File: src/rtl/serial_adder_pkg.sv
`default_nettype none
// ---------------------------------------------------------------------------
// serial_adder_pkg : state encoding and counter sizing for serial_adder_ctrl
// Revision: 1.0
// ---------------------------------------------------------------------------
package serial_adder_pkg;

  localparam logic [1:0] IDLE = 2'd0;
  localparam logic [1:0] RUN  = 2'd1;
  localparam logic [1:0] DONE = 2'd2;

  typedef enum logic [1:0] {
    ST_IDLE = IDLE,
    ST_RUN  = RUN,
    ST_DONE = DONE
  } state_e;

  // A one-bit operand still needs a one-bit counter.
  function automatic int calc_cnt_w(input int width);
    return (width <= 1) ? 1 : $clog2(width);
  endfunction

endpackage
`default_nettype wire

File: src/rtl/fulladder.sv
`default_nettype none
// ---------------------------------------------------------------------------
// fulladder : combinational 1-bit full adder (S = sum, P = carry out)
// Revision: 1.0
// ---------------------------------------------------------------------------
module fulladder (
  input  logic a,
  input  logic b,
  input  logic Pin,
  output logic S,
  output logic P
);

  assign S = a ^ b ^ Pin;
  assign P = (a & b) | (a & Pin) | (b & Pin);

endmodule
`default_nettype wire

File: src/rtl/serial_adder_ctrl.sv
`default_nettype none
// ---------------------------------------------------------------------------
// serial_adder_ctrl : bit-serial adder, one fulladder reused LSB first over
// WIDTH cycles, with valid/ready handshakes on operands and result.
// Revision: 1.0
// ---------------------------------------------------------------------------
module serial_adder_ctrl
  import serial_adder_pkg::*;
#(
  parameter int WIDTH = 32
) (
  input  logic             clk,
  input  logic             rst_n,
  input  logic             in_valid,
  output logic             in_ready,
  input  logic [WIDTH-1:0] a_in,
  input  logic [WIDTH-1:0] b_in,
  input  logic             c_in,
  output logic             out_valid,
  input  logic             out_ready,
  output logic [WIDTH-1:0] sum_out,
  output logic             c_out,
  output logic             busy
);

  localparam int              CNT_W    = calc_cnt_w(WIDTH);
  localparam logic [CNT_W-1:0] CNT_LAST = CNT_W'(WIDTH - 1);

  state_e           state_q, state_d;
  logic [WIDTH-1:0] a_sh_q, a_sh_d;
  logic [WIDTH-1:0] b_sh_q, b_sh_d;
  logic [WIDTH-1:0] sum_sh_q, sum_sh_d;
  logic             carry_q, carry_d;
  logic [CNT_W-1:0] cnt_q, cnt_d;

  logic             fa_s;
  logic             fa_p;
  logic [WIDTH-1:0] sum_shift;

  fulladder u_fa (
    .a   (a_sh_q[0]),
    .b   (b_sh_q[0]),
    .Pin (carry_q),
    .S   (fa_s),
    .P   (fa_p)
  );

  // New sum bits enter at the MSB so bit 0 lands at position 0 after WIDTH shifts.
  generate
    if (WIDTH == 1) begin : g_sum_w1
      assign sum_shift = fa_s;
    end else begin : g_sum_wn
      assign sum_shift = {fa_s, sum_sh_q[WIDTH-1:1]};
    end
  endgenerate

  assign in_ready  = rst_n && (state_q == ST_IDLE);
  assign out_valid = (state_q == ST_DONE);
  assign busy      = (state_q != ST_IDLE);
  assign sum_out   = out_valid ? sum_sh_q : '0;
  assign c_out     = out_valid ? carry_q  : 1'b0;

  always_comb begin
    state_d  = state_q;
    a_sh_d   = a_sh_q;
    b_sh_d   = b_sh_q;
    sum_sh_d = sum_sh_q;
    carry_d  = carry_q;
    cnt_d    = cnt_q;
    case (state_q)
      ST_IDLE: begin
        if (in_valid && in_ready) begin
          a_sh_d   = a_in;
          b_sh_d   = b_in;
          carry_d  = c_in;
          cnt_d    = '0;
          sum_sh_d = '0;
          state_d  = ST_RUN;
        end
      end
      ST_RUN: begin
        a_sh_d   = a_sh_q >> 1;
        b_sh_d   = b_sh_q >> 1;
        sum_sh_d = sum_shift;
        carry_d  = fa_p;
        cnt_d    = cnt_q + CNT_W'(1);
        if (cnt_q == CNT_LAST) begin
          cnt_d   = '0;
          state_d = ST_DONE;
        end
      end
      ST_DONE: begin
        if (out_ready) begin
          state_d = ST_IDLE;
        end
      end
      default: state_d = ST_IDLE;
    endcase
  end

  always_ff @(posedge clk) begin
    if (!rst_n) begin
      state_q  <= ST_IDLE;
      a_sh_q   <= '0;
      b_sh_q   <= '0;
      sum_sh_q <= '0;
      carry_q  <= 1'b0;
      cnt_q    <= '0;
    end else begin
      state_q  <= state_d;
      a_sh_q   <= a_sh_d;
      b_sh_q   <= b_sh_d;
      sum_sh_q <= sum_sh_d;
      carry_q  <= carry_d;
      cnt_q    <= cnt_d;
    end
  end

endmodule
`default_nettype wire

File: config.mk
export PLATFORM = sky130hd
export DESIGN_NAME = serial_adder_ctrl
export DESIGN_NICKNAME = d
export VERILOG_FILES = /design/src/rtl/serial_adder_pkg.sv /design/src/rtl/fulladder.sv /design/src/rtl/serial_adder_ctrl.sv
export SDC_FILE = /design/constraint.sdc
export NUM_CORES = 1
export LEC_CHECK = 0
export BUFFER_PORTS_ARGS = -buffer_cell sky130_fd_sc_hd__buf_2
export CAP_MARGIN = 20
export CORE_ASPECT_RATIO = 1.5
export CORE_MARGIN = 2
export CORE_UTILIZATION = 58
export DETAILED_ROUTE_END_ITERATION = 7
export GPL_ROUTABILITY_DRIVEN = 0
export GPL_TIMING_DRIVEN = 0
export PLACE_DENSITY = 0.84
export SLEW_MARGIN = 40
export SYNTH_ARGS = -nofsm -noshare
export SYNTH_HDL_FRONTEND = slang
export SYNTH_SLANG_ARGS = --single-unit
File: constraint.sdc
create_clock -name clk -period 4.4 [get_ports clk]
set_clock_uncertainty 0.15 [all_clocks]
set_input_delay 0.44 -clock clk [delete_from_list [all_inputs] [get_ports clk]]
set_output_delay 0.44 -clock clk [all_outputs]
set_load 0.005 [all_outputs]
==> implementation parameters <==
Parameter                              Value

Routing
  Router iterations before antenna repair    5
  Vias per cell    5.59
  Post-route DRC violation count    0
  Vias post-DR    4579
  Routed WL per cell    13.9 um
  Iteration-0 DRC count of the detailed router    189
  Antenna Violating Nets Remaining    0
  Total Routed Length    11400 um

Logic synthesis
  Synthesized instance count    594
  Proportion of netlist area held by the largest area contributor    0.434
  Largest cells by area after synthesis    dfxtp_1 43%, nand2_1 13%, a21oi_1 11%
  Unique cell type count in the Yosys netlist    32
  Sequential area share after synthesis    0.434
  Yosys warnings    0
  Mapped Area    4790 um2
  Number of synthesized register bits    104
  Post-synth top area cell    dfxtp_1
  Synthesized area per cell    8.07 um2
  Synthesized Nets    666

Critical path
  Highest net fanout along the worst path    10
  Critical path capture point type    primary output
  Arrival time reported for the critical path endpoint    1.75 ns
  Critical Setup Path Class    flop to primary output
  Category of the worst setup path launch point    flop
  CP Data Required Time    3.81 ns

Floorplan
  I/O pin cnt    105
  Die footprint    9020 um2
  Core region area    8010 um2
  Vertical die dimension    115 um
  Initial Util    0.599
  Width of the die    78.2 um
  Number of placement rows    40

Job
  Max-cap violations    0

Cells and area
  Net count reported at finish    781
  Area growth from synthesis to layout    19.4%
  Share of layout cells above drive strength 1    0.251
  Most common library cell in the layout ignoring fill and taps    nand2_1
  Final-layout fill cell count    674
  Antenna diodes    0
  Commonest non-fill, non-tap cells in the layout    164 x nand2_1, 132 x buf_2, 104 x dfxtp_1
  Final cell utilization of the core    0.715
  Post-Layout Cell Count    819

Clocking
  Number of buffers inserted during clock tree synthesis    9
  Post_cts resized    0
  Source-to-sink clock delay at the later pin of the worst-skew pair    0.35 ns
  Longest Clk Path Bufs    2
  Clock-pin slew reported for the worst setup and hold paths after clock tree synthesis    0.07 ns
  TritonCTS clock tree    done
  Buffers inserted by post-CTS timing repair    0
  Number of levels in the clock H-tree    3
  Number of buffers inserted by hold repair at cts    0
  Root Buffer    clkbuf_16
  Total number of clock tree sinks    104

STA
  Final critical path time including I/O delays and setup    2.34 ns
  Final number of max-transition violations    0
  Worst Tran Pin Value    0.578 ns
  Tcrit/Tclk final    0.532
  Setup repair after global routing missed its margin    no
  Slew Limit Headroom    0.615
  Maximum achievable frequency    427 MHz
  Post-route setup TNS    0 ns
  Final Setup Violations    0
  Number of hold violations in the final report    0

Global routing
  Global-route wire length before repair    18800 um
  Global router's overall resource usage    0.257
  Vias in the first global route    4305
  Initial antenna violation count    0
  Pin count of the biggest net entering global routing    19
  Remaining global-route overflow    0

Placement
  Number of buffers inserted by port buffering    104
  DP Cell Count    803
  Post-detail-place hpwl    8270 um

Worst hold path
  Worst Hold Class    input pin to flop

Power and ir drop
  Pwr/cell area    365 nW/um2
  Peak ir drop on the vdd network    0.286 mV
  Total power of the final layout    2.09 mW
  Static power due to leakage    2.35 nW

Run status
  Status    finished, final reports clean
synth_stat cells:
library cell and n:
nor2_1 4, a311oi_2 10, a22oi_1 1, buf_2 28
or2_2 1, o21ai_0 2, nand2_1 164, and2_1 32
and4bb_2 1, inv_2 1, nand4bb_1 1, buf_6 10
nor2b_4 1, a31oi_1 1, a311oi_1 54, nand2b_1 5
buf_4 5, a41oi_1 1, ha_1 2, buf_1 1
nor3b_2 1, nor3_1 1, clkbuf_1 17, and3_1 1
nor2_2 1, a21oi_1 101, nor2b_1 1, fa_1 1
dfxtp_1 104, inv_1 5, a21o_1 1, nand3_1 35
flip-flops by register name (all words and copies together) (netlist names):
| signal | flops |
|---|---|
| a_sh_q | 32 |
| carry_q | 1 |
| b_sh_q | 32 |
| cnt_q | 5 |
| state_q | 2 |
| sum_sh_q | 32 |
kinds of logic after synthesis:
logic type                 count (synthesis)  synth area share
and+or+nand+nor                          249             0.233
AOI/OAI and AO/OA                        171             0.244
DFF                                      104             0.434
buffers and inverters                     67            0.0794
adders and majority gates                  3           0.00940
report_power, final:
group,internal (mW),switching [mW],total [mW]
Clock,0.390,0.369,0.759
Combinational,0.126,0.174,0.300
Sequential,1.00,0.0320,1.03
Total,1.52,0.575,2.09
cell type report:
type / instances / area [um2] / share of cell area
multi-input combinational: 423 / 2330 / 0.407
sequential: 104 / 2080 / 0.364
timing repair buffer: 104 / 520 / 0.0909
clock buffer: 9 / 225 / 0.0393
clock inverter: 7 / 55.1 / 0.00962
tap: 105 / 131 / 0.0229
buffer: 61 / 358 / 0.0625
inverter: 6 / 22.5 / 0.00393
final timing paths:
check	start	end	slack [ns]	depth (start not counted)
max reg2reg	cnt_q[0]$_SDFFE_PN0P_	cnt_q[3]$_SDFFE_PN0P_	2.44	6
min reg2reg	sum_sh_q[10]$_SDFFE_PN0P_	sum_sh_q[9]$_SDFFE_PN0P_	0.30	2
min	b_in[31]	b_sh_q[31]$_SDFFE_PN0P_	0.18	3
max	state_q[1]$_SDFFE_PN0P_	sum_out[5]	2.06	5
per-layer routing:
metal / track usage / share of wire / up-vias
li1: - / - / 2314
met1: 0.299 / 0.43 / 2135
met2: 0.472 / 0.52 / 114
met3: 0.0322 / 0.036 / 16
met4: 0.112 / 0.021 / 0
met5: 0 / 0 / -
stage by stage:
stage / hold WS [ns] / setup slack, ns / area [um2]
global route: 0.194 / 1.85 / 5730
global placement: 0.298 / 2.27 / 5450
finish: 0.182 / 2.06 / 5730
CTS: 0.176 / 2.03 / 5730
floorplan: 0.280 / 2.62 / 4790
detailed placement: 0.299 / 2.24 / 5450
critical path, cell delays in order, from the launching register on:
cell      delay (ns)
dfxtp_1         0.33
buf_6           0.14
nor2b_1         0.36
clkbuf_1        0.29
and2_1          0.17
buf_2           0.10
Power figures use the tool's default switching activity.
